## src/rtl/mdu_sequencer.sv

```systemverilog
// mdu_sequencer: radix-2 iterative MULT/MULTU/DIV/DIVU with HI/LO regs
// ports: clk, reset(n), start/op/A/B in; busy, stall, hi, lo out; MDU_CANCEL_EN adds cancel
module mdu_sequencer #(
  parameter int WIDTH = 32,
  parameter int ITER  = 32
) (
  input  logic             clk,
  input  logic             reset,
  input  logic             start,
  input  logic [2:0]       op,
  input  logic [WIDTH-1:0] A,
  input  logic [WIDTH-1:0] B,
`ifdef MDU_CANCEL_EN
  input  logic             cancel,
`endif
  output logic             busy,
  output logic             stall,
  output logic [WIDTH-1:0] hi,
  output logic [WIDTH-1:0] lo
);

  localparam int CW = $clog2(ITER);

  localparam logic [2:0] OP_MULT  = 3'b001;
  localparam logic [2:0] OP_MULTU = 3'b010;
  localparam logic [2:0] OP_DIV   = 3'b011;
  localparam logic [2:0] OP_DIVU  = 3'b100;
  localparam logic [2:0] OP_MTHI  = 3'b101;
  localparam logic [2:0] OP_MTLO  = 3'b110;

  typedef enum logic [1:0] {
    IDLE,
    CALC,
    FIX
  } state_t;

  state_t state, state_n;

  logic [CW-1:0]      cnt;
  logic [2*WIDTH:0]   acc;
  logic [2*WIDTH:0]   acc_step;
  logic [WIDTH-1:0]   opb;
  logic               is_div;
  logic               neg_a;
  logic               neg_b;
  logic               b_zero;

  logic               kill;
  logic               md_op;
  logic               sgn_op;
  logic               div_op;
  logic               accept;
  logic               commit;
  logic [WIDTH-1:0]   abs_a;
  logic [WIDTH-1:0]   abs_b;

  logic [WIDTH:0]     mul_sum;
  logic [WIDTH:0]     div_shift;
  logic [WIDTH:0]     div_rem;
  logic [WIDTH+1:0]   div_diff;
  logic               div_ok;

  logic [2*WIDTH-1:0] prod;
  logic [WIDTH-1:0]   quo;
  logic [WIDTH-1:0]   rem;
  logic [WIDTH-1:0]   res_hi;
  logic [WIDTH-1:0]   res_lo;

`ifdef MDU_CANCEL_EN
  assign kill = cancel;
`else
  assign kill = 1'b0;
`endif

  always_comb begin
    md_op  = 1'b0;
    sgn_op = 1'b0;
    div_op = 1'b0;
    unique case (1'b1)
      (op == OP_MULT): begin
        md_op  = 1'b1;
        sgn_op = 1'b1;
      end
      (op == OP_MULTU): begin
        md_op  = 1'b1;
      end
      (op == OP_DIV): begin
        md_op  = 1'b1;
        sgn_op = 1'b1;
        div_op = 1'b1;
      end
      (op == OP_DIVU): begin
        md_op  = 1'b1;
        div_op = 1'b1;
      end
      default: ;
    endcase
  end

  assign abs_a  = (sgn_op && A[WIDTH-1]) ? -A : A;
  assign abs_b  = (sgn_op && B[WIDTH-1]) ? -B : B;
  assign accept = start && md_op && (state == IDLE) && !kill;
  assign commit = (state == FIX) && !kill;
  assign busy   = (state != IDLE);
  assign stall  = busy | (start & md_op);

  // acc layout: mult = {upper partial, multiplier shifting out};
  // div = {partial remainder, dividend shifting out / quotient in}
  always_comb begin
    mul_sum   = acc[2*WIDTH:WIDTH] + (acc[0] ? {1'b0, opb} : '0);
    div_shift = {acc[2*WIDTH-1:WIDTH], acc[WIDTH-1]};
    div_diff  = {1'b0, div_shift} - {2'b00, opb};
    div_ok    = ~div_diff[WIDTH+1];
    div_rem   = div_ok ? div_diff[WIDTH:0] : div_shift;
    if (is_div)
      acc_step = {div_rem, acc[WIDTH-2:0], div_ok};
    else
      acc_step = {1'b0, mul_sum, acc[WIDTH-1:1]};
  end

  // divide-by-zero leaves rem = |A|, so the dividend-sign fixup
  // restores the raw dividend in hi
  always_comb begin
    quo  = acc[WIDTH-1:0];
    rem  = acc[2*WIDTH-1:WIDTH];
    prod = (neg_a ^ neg_b) ? -acc[2*WIDTH-1:0] : acc[2*WIDTH-1:0];
    if (is_div) begin
      res_hi = neg_a ? -rem : rem;
      res_lo = b_zero ? '1 : ((neg_a ^ neg_b) ? -quo : quo);
    end else begin
      res_hi = prod[2*WIDTH-1:WIDTH];
      res_lo = prod[WIDTH-1:0];
    end
  end

  always_comb begin
    state_n = state;
    unique case (state)
      IDLE: if (accept) state_n = CALC;
      CALC: begin
        if (kill)
          state_n = IDLE;
        else if (cnt == CW'(ITER - 1))
          state_n = FIX;
      end
      FIX:  state_n = IDLE;
      default: state_n = IDLE;
    endcase
  end

  always_ff @(posedge clk or negedge reset) begin
    if (!reset)
      state <= IDLE;
    else
      state <= state_n;
  end

  always_ff @(posedge clk or negedge reset) begin
    if (!reset) begin
      cnt    <= '0;
      acc    <= '0;
      opb    <= '0;
      is_div <= 1'b0;
      neg_a  <= 1'b0;
      neg_b  <= 1'b0;
      b_zero <= 1'b0;
      hi     <= '0;
      lo     <= '0;
    end else begin
      if (accept) begin
        cnt    <= '0;
        acc    <= {{(WIDTH+1){1'b0}}, abs_a};
        opb    <= abs_b;
        is_div <= div_op;
        neg_a  <= sgn_op & A[WIDTH-1];
        neg_b  <= sgn_op & B[WIDTH-1];
        b_zero <= (B == '0);
      end else if (state == CALC) begin
        cnt <= cnt + 1'b1;
        acc <= acc_step;
      end

      if (commit) begin
        hi <= res_hi;
        lo <= res_lo;
      end else if ((state == IDLE) && start && !kill) begin
        if (op == OP_MTHI) hi <= A;
        if (op == OP_MTLO) lo <= A;
      end
    end
  end

endmodule

```

## config.mk

```make
export PLATFORM = sky130hd
export DESIGN_NAME = mdu_sequencer
export DESIGN_NICKNAME = d
export VERILOG_FILES = /design/src/rtl/mdu_sequencer.sv
export SDC_FILE = /design/constraint.sdc
export NUM_CORES = 1
export LEC_CHECK = 0
export CORE_ASPECT_RATIO = 2
export CORE_MARGIN = 2
export CORE_UTILIZATION = 48
export CTS_CLUSTER_SIZE = 14
export DETAILED_ROUTE_END_ITERATION = 10
export MAX_ROUTING_LAYER = met4
export PLACE_DENSITY = 0.69
export SYNTH_ARGS = -nofsm -noshare
export SYNTH_HDL_FRONTEND = slang
export SYNTH_SLANG_ARGS = --single-unit
```

## constraint.sdc

```tcl
create_clock -name clk -period 3.8 [get_ports clk]
set_input_delay 0.95 -clock clk [delete_from_list [all_inputs] [get_ports clk]]
set_output_delay 0.95 -clock clk [all_outputs]
set_load 0.1 [all_outputs]
```

==> results of run 1 <==
[final cells by class]
class | instances | area, sq um
clock inverter | 13 | 136
tap | 368 | 460
timing repair buffer | 251 | 2250
clock buffer | 19 | 443
fill | 2845 | 12600
multi-input combinational | 1516 | 9710
sequential | 172 | 4310
inverter | 65 | 244
[metrics by stage]
step                std cells  setup slack, ps  hold WS (ps)  utilization, %  cell area (sq um)
CTS                      2404              166           407            58.1              17500
finish                   2404              233           400            58.1              17500
detailed placement       2372              123           470            56.2              17000
global placement         2372              194           460            56.2              17000
floorplan                1872              577           450               -              14700
global route             2404             90.5           428            58.1              17500
[sequential cells by signal, summed over array words and instances (netlist names), 2 cells and up]
name	flops
acc	65
cnt	5
hi	32
lo	32
opb	32
state	2
[cells in the final DEF (no fill, tap or decap), types with 27 or more instances in the layout]
cell and instances:
sky130_fd_sc_hd__mux2i_1 62, sky130_fd_sc_hd__dfrtp_1 171, sky130_fd_sc_hd__a21o_1 30, sky130_fd_sc_hd__ha_1 70, sky130_fd_sc_hd__xor2_1 62, sky130_fd_sc_hd__inv_1 64
sky130_fd_sc_hd__a21oi_1 123, sky130_fd_sc_hd__xnor2_1 110, sky130_fd_sc_hd__a32oi_1 35, sky130_fd_sc_hd__o21ai_0 189, sky130_fd_sc_hd__nor3_1 36, sky130_fd_sc_hd__nand2_1 258
sky130_fd_sc_hd__nand3_1 29, sky130_fd_sc_hd__o211ai_1 42, sky130_fd_sc_hd__nor2_1 145, sky130_fd_sc_hd__buf_4 131, sky130_fd_sc_hd__clkdlybuf4s50_1 113, sky130_fd_sc_hd__a211oi_1 27
[Yosys cell counts (29+ instances only)]
cell type	count
sky130_fd_sc_hd__a32oi_1	35
sky130_fd_sc_hd__nor3_1	38
sky130_fd_sc_hd__nand3_1	29
sky130_fd_sc_hd__xor2_1	62
sky130_fd_sc_hd__clkbuf_1	103
sky130_fd_sc_hd__a21o_1	30
sky130_fd_sc_hd__ha_1	70
sky130_fd_sc_hd__nor2_1	146
sky130_fd_sc_hd__xnor2_1	110
sky130_fd_sc_hd__mux2i_1	63
sky130_fd_sc_hd__nand2_1	259
sky130_fd_sc_hd__a21oi_1	124
sky130_fd_sc_hd__o21ai_0	190
sky130_fd_sc_hd__dfrtp_1	172
sky130_fd_sc_hd__o211ai_1	42
sky130_fd_sc_hd__inv_1	64
[path summary, 6_finish.rpt]
check,slack [ps],endpoint,from
worst max-delay path,230,acc[61]$_DFFE_PN0P_,acc[0]$_DFFE_PN0P_
worst min-delay path,400,opb[2]$_DFFE_PN0P_,reset
worst max register to register,230,acc[61]$_DFFE_PN0P_,acc[0]$_DFFE_PN0P_
worst min register to register,480,opb[25]$_DFFE_PN0P_,opb[25]$_DFFE_PN0P_
max in group asynchronous,2460,acc[30]$_DFFE_PN0P_,reset
min in group clk,480,opb[25]$_DFFE_PN0P_,opb[25]$_DFFE_PN0P_
[cell families after synthesis]
group,count (synthesis),synth area share (%)
buffers and inverters,184,4.73
adder cells (fa/ha/maj),72,6.25
multiplexers,64,4.38
AO/OA/AOI/OAI,590,25.7
XOR/XNOR,172,10.3
AND/OR/NAND/NOR,618,19.3
flip-flops,172,29.4
[timing repair]
action | CTS | global route
endpoints found under the setup margin | 0 | 2
resized for setup | 0 | 1
buffers inserted | 0 | 0
[routing by layer]
layer	part of all wire (%)	vias to the layer above	routed length, um	global-route usage [%]
met4	8.2	0	4350	24.6
met5	0	-	0	-
met2	54	534	28600	62.8
li1	-	7061	-	-
met3	3.5	204	1880	3.64
met1	34	7100	18300	32.8
==> impl_metrics.json, run 1 <==
{
  "cp_slowest_stage_delay_ps": 480,
  "worst_path_slowest_cell": "sky130_fd_sc_hd__dfrtp_1",
  "fp.coreArea_sq_um": 30200,
  "syn-num-nets": 2014,
  "crit_chain": "and2_1 > ha_1 > inv_1 > fa_1 > nor2b_1 > o31ai_1 > buf_4 > a21oi_1 > o21ai_0 > o21ai_1 > a21oi_1 > o21ai_0 > mux2i_1 > a31oi_1",
  "insertedDiodeCount": 0,
  "drtIter0Drc": 1122,
  "rsz0062_at_grt": "no",
  "grt_antenna_before_repair": 0,
  "grtUsageTotal_pct": 34.3,
  "placement.io_buffers": 135,
  "drt_total_wl_mm": 53.1,
  "synth.top_cell.area_share_pct": 29.4,
  "total_number_of_vias": 14899,
  "synth_enable_flop_cells": 0,
  "finalCritPeriodShare_pct": 93.9,
  "grt-ovfl-total": 0,
  "clock.fmax_mhz": 280,
  "first_global_vias": 15087,
  "worst-r2r-cell-count": 14,
  "yosysWarnings": 0,
  "worst_setup_path_start_kind": "flip-flop",
  "grt_pass1_wl_mm": 82.8,
  "die_area_sq_um": 32000,
  "leading_cell_types_by_total_area_after_synthesis": "sky130_fd_sc_hd__dfrtp_1 29%, sky130_fd_sc_hd__nand2_1 6.6%, sky130_fd_sc_hd__xnor2_1 6.6%",
  "clock_tree.htree_level_count": 4,
  "chipHeight_um": 251,
  "worst_skew_pair_later_pin_latency_ps": 470,
  "final.setup_skew_ps": 13.9,
  "synth_flop_cell": "sky130_fd_sc_hd__dfrtp_1",
  "synth.lib_cells_used.distinct": 74,
  "timing.critical_path.required_ps": 4140,
  "worstHoldPathType": "input port to asynchronous set/reset pin",
  "timing_worst_slew_pin_value_ps": 1010,
  "synth_area_sq_um": 14700,
  "synth_async_sr_flop_share_pct": 100,
  "core.rowCount": 90,
  "start_util_pct": 48.6,
  "syn_area_per_cell_sq_um": 7.83,
  "seq_area_frac_synth_pct": 29.4,
  "cts_max_path_buffers": 2,
  "maximum_number_of_pins_on_one_net_before_global_route_repair": 90,
  "max-slew-margin-rel_pct": 32.1,
  "setup_crit_path_kind": "flip-flop to flip-flop",
  "place.detailed.hpwl_mm": 42.3,
  "syn2layout_area_growth_pct": 19.6,
  "setup_viol_count_final": 0,
  "ant_nets": 0,
  "hold_viol": 0,
  "critical_path_peak_fanout": 5,
  "drc": 0,
  "holdBufCountCts": 0,
  "finalSetupTns_ps": 0,
  "nNetsFinal": 2165,
  "die_x_um": 128,
  "clock_transition_at_the_register_clock_pins_on_the_worst_setup_and_hold_paths_after_cts_ps": 70,
  "synth.ff_latch_count": 172,
  "cts_inserted_buffers": 17,
  "cp_data_arrival_time_ps": 3910,
  "gp_congestion": 1.05,
  "end_kind": "flip-flop",
  "critical_path.top_delay_family": "compound AO/OA/AOI/OAI gates",
  "clock_sinks": 172,
  "crit_buf_inv": 2,
  "firstDrtPassIters": 6,
  "timing.max_cap.violations": 0,
  "routedWlPerCell_um": 22.1,
  "period_needed_ps": 3570,
  "clock_tree.root_cell": "sky130_fd_sc_hd__clkbuf_16",
  "layout_cells_sized_above_1_pct": 9.48,
  "tritoncts": "built",
  "pin_count": 136,
  "syn_inst": 1872,
  "maxSlewViolCount": 0,
  "crit_path_depth": 14,
  "status": "finished, final reports clean",
  "drt-vias-per-instance": 6.20,
  "yosysTopAreaCell": "sky130_fd_sc_hd__dfrtp_1"
}
Power of run 1 is left out: the tool's default activity adds up to more than one toggle a clock period on the data nets, which glitch-free logic cannot reach.
==> run 2, diff against run 1 <==
--- a/config.mk
+++ b/config.mk
@@ -5,6 +5,7 @@
 export SDC_FILE = /design/constraint.sdc
 export NUM_CORES = 1
 export LEC_CHECK = 0
+export CAP_MARGIN = 10
 export CORE_ASPECT_RATIO = 2
 export CORE_MARGIN = 2
 export CORE_UTILIZATION = 48
==> results of run 2 <==
No change in the layout: final DEF, timing and power equal those of run 1.
Power of run 2 is left out for the same reason.
